===== src/rtl/dds_sweep_ctrl.sv =====
// Linear tuning-word sweep generator feeding the DDS tuning input, configured over a byte port.
// Define SWEEP_TRIANGLE_EN for an up/down triangle sweep; the default build is a sawtooth.
module dds_sweep_ctrl #(
    parameter int unsigned TW_W    = 14,
    parameter int unsigned DWELL_W = 16
) (
    input  logic            clk,
    input  logic            rst_n,
    input  logic            cfg_we,
    input  logic [2:0]      cfg_addr,
    input  logic [7:0]      cfg_data,
    input  logic            run,
    output logic [TW_W-1:0] tw_out,
    output logic            sweeping,
    output logic            sweep_done
);

    localparam int unsigned SUM_W = TW_W + 1;
    localparam logic DIR_UP   = 1'b0;
    localparam logic DIR_DOWN = 1'b1;

    typedef enum logic [1:0] {
        IDLE = 2'd0,
        HOLD = 2'd1,
        STEP = 2'd2
    } state_t;

    state_t state, state_nxt;

    logic [TW_W-1:0]    start_q, stop_q, step_q;
    logic [DWELL_W-1:0] dwell_q;
    logic [TW_W-1:0]    tw_q, tw_nxt;
    logic [DWELL_W-1:0] cnt_q, cnt_nxt;
    logic               dir_q, dir_nxt;
    logic               done_q, done_nxt;
    logic               sweeping_q;
    logic [SUM_W-1:0]   sum_c, diff_c;

    // Config registers; writes only land while idle so a running sweep stays coherent.
    always_ff @(posedge clk or negedge rst_n) begin
        if (!rst_n) begin
            start_q <= '0;
            stop_q  <= '0;
            step_q  <= '0;
            dwell_q <= '0;
        end else if (cfg_we && state == IDLE) begin
            case (cfg_addr)
                3'd0: start_q <= {start_q[TW_W-1:8], cfg_data};
                3'd1: start_q <= TW_W'({cfg_data, start_q[7:0]});
                3'd2: stop_q  <= {stop_q[TW_W-1:8], cfg_data};
                3'd3: stop_q  <= TW_W'({cfg_data, stop_q[7:0]});
                3'd4: step_q  <= {step_q[TW_W-1:8], cfg_data};
                3'd5: step_q  <= TW_W'({cfg_data, step_q[7:0]});
                3'd6: dwell_q <= {dwell_q[DWELL_W-1:8], cfg_data};
                3'd7: dwell_q <= DWELL_W'({cfg_data, dwell_q[7:0]});
                default: ;
            endcase
        end
    end

    // State and datapath registers.
    always_ff @(posedge clk or negedge rst_n) begin
        if (!rst_n) begin
            state      <= IDLE;
            tw_q       <= '0;
            cnt_q      <= '0;
            dir_q      <= DIR_UP;
            done_q     <= 1'b0;
            sweeping_q <= 1'b0;
        end else begin
            state      <= state_nxt;
            tw_q       <= tw_nxt;
            cnt_q      <= cnt_nxt;
            dir_q      <= dir_nxt;
            done_q     <= done_nxt;
            sweeping_q <= (state_nxt != IDLE);
        end
    end

    // Next-state and step arithmetic; the extra sum bit catches overflow and borrow.
    always_comb begin
        state_nxt = state;
        tw_nxt    = tw_q;
        cnt_nxt   = cnt_q;
        dir_nxt   = dir_q;
        done_nxt  = 1'b0;
        sum_c     = SUM_W'(tw_q) + SUM_W'(step_q);
        diff_c    = SUM_W'(tw_q) - SUM_W'(step_q);

        case (state)
            IDLE: begin
                tw_nxt  = start_q;
                cnt_nxt = dwell_q;
                dir_nxt = DIR_UP;
                if (run) state_nxt = HOLD;
            end
            HOLD: begin
                if (!run)                state_nxt = IDLE;
                else if (cnt_q == '0)    state_nxt = STEP;
                else                     cnt_nxt   = cnt_q - DWELL_W'(1);
            end
            STEP: begin
                if (!run) begin
                    state_nxt = IDLE;
                end else begin
                    state_nxt = HOLD;
                    cnt_nxt   = dwell_q;
                    if (step_q == '0 || start_q >= stop_q) begin
                        tw_nxt = start_q;
                    end else if (dir_q == DIR_DOWN) begin
                        if (diff_c[TW_W] || diff_c <= SUM_W'(start_q)) begin
                            tw_nxt   = start_q;
                            done_nxt = 1'b1;
                            dir_nxt  = DIR_UP;
                        end else begin
                            tw_nxt = diff_c[TW_W-1:0];
                        end
                    end else if (tw_q >= stop_q) begin
                        // Already parked at stop: sawtooth wrap back to start.
                        tw_nxt = start_q;
                    end else if (sum_c >= SUM_W'(stop_q)) begin
                        tw_nxt   = stop_q;
                        done_nxt = 1'b1;
`ifdef SWEEP_TRIANGLE_EN
                        dir_nxt  = DIR_DOWN;
`else
                        dir_nxt  = DIR_UP;
`endif
                    end else begin
                        tw_nxt = sum_c[TW_W-1:0];
                    end
                end
            end
            default: state_nxt = IDLE;
        endcase
    end

    assign tw_out     = tw_q;
    assign sweeping   = sweeping_q;
    assign sweep_done = done_q;

endmodule

===== config.mk =====
export PLATFORM = sky130hd
export DESIGN_NAME = dds_sweep_ctrl
export DESIGN_NICKNAME = d
export VERILOG_FILES = /design/src/rtl/dds_sweep_ctrl.sv
export SDC_FILE = /design/constraint.sdc
export NUM_CORES = 1
export LEC_CHECK = 0
export CAP_MARGIN = 20
export CORE_MARGIN = 8
export CORE_UTILIZATION = 59
export CTS_CLUSTER_SIZE = 16
export DETAILED_ROUTE_END_ITERATION = 16
export DONT_BUFFER_PORTS = 1
export PLACE_DENSITY = 0.8
export SYNTH_ARGS = -nofsm -noshare
export SYNTH_HDL_FRONTEND = slang
export SYNTH_SLANG_ARGS = --single-unit

===== constraint.sdc =====
create_clock -name clk -period 4.1 [get_ports clk]
set_input_delay 0.82 -clock clk [delete_from_list [all_inputs] [get_ports clk]]
set_output_delay 0.82 -clock clk [all_outputs]
set_load 0.01 [all_outputs]

# Yosys cells after proc, flatten, opt, wreduce, memory -nomap -nowiden
# Cells that the tools add are included.
totals:
  register_bits: 93
  in_bits: 15
  elab_cells: 95
op_classes:
  addsub: 3
  magnitude_cmp: 4
  n_eq_ne: 13
  muxes: 32
  n_bitwise: 8
  n_reduce_logical: 21
ops:
  columns: ["op", "n"]
  rows:
  - ["14-bit case mux with 2 select lines", 4]
  - ["14-bit 2-to-1 mux", 6]
  - ["16-bit 2-to-1 mux", 3]
  - ["16-bit case mux with 3 select lines", 1]
  - ["16-bit case mux with 2 select lines", 1]
  - ["14-bit greater-or-equal comparator", 2]
  - ["3-bit AND reduction", 9]
  - ["16-bit logical NOT", 1]
  - ["16-bit by 1-bit subtractor with 16-bit output, second input constant", 1]
  - ["14-bit by 14-bit adder with 15-bit output", 1]
  - ["15-bit by 14-bit greater-or-equal comparator with 1-bit output", 1]
  - ["15-bit by 14-bit <= comparator with 1-bit output", 1]
  - ["14-bit by 14-bit subtractor with 15-bit output", 1]
  - ["14-bit logical NOT", 1]
  - ["3-bit equality test, second input constant", 4]
  - ["1-bit 2-to-1 mux", 12]
  - ["2-bit != test, second input constant", 4]
  - ["1-bit inverter", 8]
  - ["3-bit by 2-bit equality test with 1-bit output, second input constant", 2]
  - ["2-bit 2-to-1 mux", 3]
  - ["2-bit case mux with 3 select lines", 1]
  - ["4-bit AND reduction", 1]
  - ["2-bit nonzero test", 2]
  - ["3-bit by 1-bit equality test with 1-bit output, second input constant", 1]
  - ["9 further kinds", 10]

# Logic depth before layout (Yosys ltp)
depth:
  depth_word: 8
  ltp_mapped: 20
  mapped_depth_nobuf: 18

# Worst setup path after synthesis
# Ideal clock, no wire load.
synth_timing:
  path_type: "reg2reg"
  from: "register tw_q[1], in the netlist tw_out[1]"
  to: "register tw_q[12], in the netlist tw_out[12]"
  setup_time_ns: 0.132
  t_arrival_ns: 3.861
  slack_ns: 0.106
  path_stages_with_launch: 18
  path_buffers: 1
  period_less_slack_ns: 3.994
  path_cell_list: "dfrtp_1 inv_1 fa_1 o21ba_2 o2111a_1 o31ai_4 a21boi_2 xnor2_1 ha_1 a21o_1 a211oi_1 o21ai_0 a21oi_1 o311ai_4 buf_6 mux2_1 a221oi_1 a21oi_1"
synth_via:
  elab_chain_len: 8
synth_rtl:
  columns: ["element", "line", "rtl"]
  rows:
  - ["start: declaration", "32", "logic [TW_W-1:0] tw_q, tw_nxt;"]
  - ["start signal: assignment", "72", "tw_q <= tw_nxt;"]
  - ["14-bit by 14-bit adder with 15-bit output / 14-bit by 14-bit subtractor with 15-bit output (equally long branches)", "87, 88", null]
  - ["15-bit by 14-bit greater-or-equal comparator with 1-bit output / 15-bit by 14-bit <= comparator with 1-bit output (equally long branches)", "121, 111", null]
  - ["14-bit 2-to-1 mux / 1-bit logical OR (equally long branches)", "121, 111", null]
  - ["14-bit 2-to-1 mux (on tied branches)", "118, 111", null]
  - ["14-bit 2-to-1 mux (*)", "110", "end else if (dir_q == DIR_DOWN) begin"]
  - ["14-bit 2-to-1 mux (*)", "108", "if (step_q == '0 || start_q >= stop_q) begin"]
  - ["14-bit 2-to-1 mux (*)", "103", "if (!run) begin"]
  - ["14-bit case mux with 2 select lines (*)", "90", "case (state)"]
# Mark *: on every way between the ends. The rest lies on a longest branch, timed or not. The select of a mux whose other input is x is not followed.
# A chain may end at the register's enable or synchronous reset.

# Worst setup path in the final report
layout_timing:
  from: "register tw_q[0], in the netlist tw_out[0]"
  to: "register tw_q[12], in the netlist tw_out[12]"
# Same word-level chain as after synthesis.

==> key figures <==
Clock tree
  – Clock Latency Late Sink: between 300 and 400 ps
  – CTS Buf Count: 9
  – Clock sink total: between 90 and 100
  – CTS clk-pin slew, worst paths: about 70 ps
  – CTS Buffer Depth: 2
  – H-tree Lvls: 3
  – CTS Root Cell: clkbuf_16
  – CTS tree: built

Route
  – WL/cell: approximately 21 µm
  – DRT Pass-1 Iters: 5
  – Via count: a little over 7,000
  – Drt drc: 0
  – WL final: 23.50 mm
  – Vias/cell: 6.396
  – ANT nets after route: 0
  – Initial drt markers: 670

Timing
  – Max frequency: 0.2447 GHz
  – Final period utilization: between 90% and 100%
  – # setup viols final: 0
  – Final min period: around 4000 ps
  – Slew @ Worst Pin: approximately 910 ps
  – Fin Clk Skew: ~10 ps
  – Final Slew Violations: 0
  – Total negative slack: 0 ps
  – Final Hold Viols: 0
  – Relative slew slack: between 30% and 40%
  – RSZ-0062 raised after global routing: true

GRT
  – Total grt overflow: 0
  – Total track usage: 29.06%
  – First-pass GRT wire length: roughly 37 mm
  – Initial antenna violation count: 0
  – Vias in the first global route: around 7,000
  – Pin count of the biggest net entering global routing: 94

Logic synthesis
  – Avg Cell Area, Syn: ~8.5 µm²
  – Top-area cell type share of the netlist area: 31.88%
  – Post-Synthesis Cell Area: around 7300 µm²
  – YS warnings: 0
  – Unique masters post-synth: 67
  – Top-count cell post-synth: nand2_1
  – Async set-or-reset flop fraction in the synthesized netlist: 100.0%
  – Synthesis-stage register bit count: 93
  – Synth area leader: dfrtp_1
  – Syn Nets: 961
  – Gate Count Post-Synth: approximately 860
  – Number of synthesized flops with an enable pin: 0
  – Commonest cells post-synth: 113 x nand2_1, 93 x dfrtp_1, 85 x ha_1, 72 x o21ai_0, 68 x a21oi_1
  – Ys flop type: dfrtp_1
  – Most area-consuming cells after synthesis: dfrtp_1 32%, ha_1 15%, nand2_1 5.8%
  – Register area share after synthesis: about a third

Layout
  – Area grow syn2layout: 20.64%
  – Layout cell share with drive strength beyond 1: between 20% and 30%
  – Nets: 1,041
  – N_diodes: 0

Setup path
  – Worst EP arrival: 4320 ps
  – Crit-path slowest cell: dfrtp_1
  – Crit-path cells: buf_6 > ha_4 > inv_2 > fa_2 > o21ba_4 > o2111a_2 > o31ai_4 > a21boi_2 > xnor2_2 > ha_1 > a21o_1 > a211oi_2 > o21ai_1 > a21oi_2 > buf_6 > o311ai_4 > mux2_4 > a221oi_2 > a21oi_1
  – Buffers & Inverters on Critical Path: 3
  – Crit. End Element: flop
  – Critical path type: reg -> reg
  – CP top delay family: compound AO/OA/AOI/OAI gates
  – Crit path top cell by count: buf_6
  – CP required: about 4300 ps
  – Slowest cell delay on critical path: about 370 ps
  – CP max FO: 7
  – Startpoint types: flop

Die
  – Die Ht: 127.2 µm
  – # rows: 40
  – Initial cell density of the core: just over 60%
  – Core region area: 12,060 µm²
  – Die ar.: 16,190 µm²
  – DIE WIDTH: approximately 130 µm
  – # IOs: 31

Power and ir drop
  – Total Power: between 5 and 6 mW
  – PD cells: between 600 and 700 nW/µm²
  – P_leak: just over 4 nW
  – Maximum vdd ir drop: 0.0002921 V

Placement
  – Gp weighted congestion: ~0.98
  – Final HPWL DP: between 15 and 20 mm
  – PortBufs: 0

Run
  – Max Cap Violations: 0

Hold path
  – Hold Path Class: in -> async

Outcome
  – Status: finished, final reports clean
-- area by class of cell --
type	count	area, µm²
repair buffers	100	773.2
fillers	931	3256
clock inverters	5	36.28
well taps	168	210.2
flip-flops and latches	93	2327
inverters	64	240.2
clock buffers	10	239.0
multi-input cells	671	4980
-- flip-flops by register name (all words and copies together), names as in the netlist --
signal,flops
state,2
start_q,14
cnt_q,16
tw_out,14
step_q,14
dwell_q,16
dir_q,1
stop_q,14
sweep_done,1
sweeping,1
-- kinds of logic (layout without fill, tap and decap cells) --
logic type,after synthesis,count (layout),synth area share (%)
flops,93,93,31.88
xor+xnor,16,16,1.920
simple gates,266,266,17.09
buf+inv,96,179,5.108
fa+ha+maj,87,87,15.12
compound gates,262,263,22.92
mux,39,39,5.965
-- repair_timing --
action                                  in CTS  in global routing
cloned                                       1                  0
gates resized for setup                     54                 23
endpoints found under the hold margin        0                  0
endpoints found under the setup margin      15                 15
pin swaps                                   29                 35
setup buffers                                6                  8
hold buffers                                 0                  0
-- worst paths after layout --
path | startpoint | slack [ps] | endpoint | cells after the start
worst min register to register | dwell_q[2] | 480 | dwell_q[2] | 2
min in group clk | dwell_q[2] | 480 | dwell_q[2] | 2
worst min-delay path | rst_n | 160 | stop_q[10] | 0
max in group asynchronous | rst_n | 3820 | step_q[3] | 0
worst max-delay path | tw_out[0] | 10 | tw_out[12] | 19
worst max register to register | tw_out[0] | 10 | tw_out[12] | 19
-- layout by cell type (no fill, tap or decap), types with 5 or more instances in the layout --
cell type  synthesis  layout
buf_4              0      95
xor2_1             6       5
a21oi_2            0       6
dfrtp_1           93      93
nand2_1          113     113
a21o_1            12      12
inv_1             63      62
o21ai_0           72      67
or3_1              6       6
nor4_1             7       6
mux2_4             0      11
a211oi_1          15      10
nand2b_1          16      16
a22oi_1            9       8
a211oi_2           0       5
nor2_1            53      53
ha_4               0       5
nor3_1            13      13
ha_1              85      79
nand4_1            6       6
a21oi_1           68      62
nand3_1           16      15
o21ai_1           10      14
xnor2_1           10       8
nor2b_1            9       6
o211ai_1           5       5
and3_1             6       5
clkbuf_16          0       9
mux2_2            28      24
o221ai_2           0       6
o22ai_1           11      10
o21a_1             6       6
-- report_power, final --
part	internal (mW)	total [mW]	leakage (nW)	switching [mW]
Combinational	1.73	3.66	2.76	1.94
Sequential	1.10	1.30	1.16	0.196
Clock	0.427	0.794	0.139	0.367
-- worst register-to-register path: stages, from the launching register on --
cell and delay, ps:
dfrtp_1 370, buf_6 120, ha_4 130, inv_2 30, fa_2 350, o21ba_4 210
o2111a_2 300, o31ai_4 230, a21boi_2 130, xnor2_2 210, ha_1 290, a21o_1 170
a211oi_2 160, o21ai_1 100, a21oi_2 130, buf_6 140, o311ai_4 220, mux2_4 370
a221oi_2 230, a21oi_1 90
-- through the flow --
stage | worst slack [ps] | std cells | utilization, % | hold WS [ps] | cell area, µm²
global route | -146.7 | 1111 | 73.01 | 156.4 | 8806
finish | 13.66 | 1111 | 73.01 | 161.7 | 8806
floorplan | 106.5 | 859 | - | 444.7 | 7300
global placement | -365.2 | 1080 | 66.47 | 459.7 | 8018
detailed placement | -367.2 | 1080 | 66.47 | 464.9 | 8018
CTS | -65.75 | 1102 | 71.41 | 158.0 | 8613
-- per-layer routing --
metal | vias to the layer above | GRT usage, % | share of wire (%)
met5 | - | 0 | 0
met4 | 0 | 12.32 | 3.4
met3 | 75 | 4.451 | 7.4
met2 | 320 | 48.31 | 48
met1 | 3433 | 36.92 | 41
li1 | 3278 | - | -
Note: power is estimated with default switching activity, not from simulation.
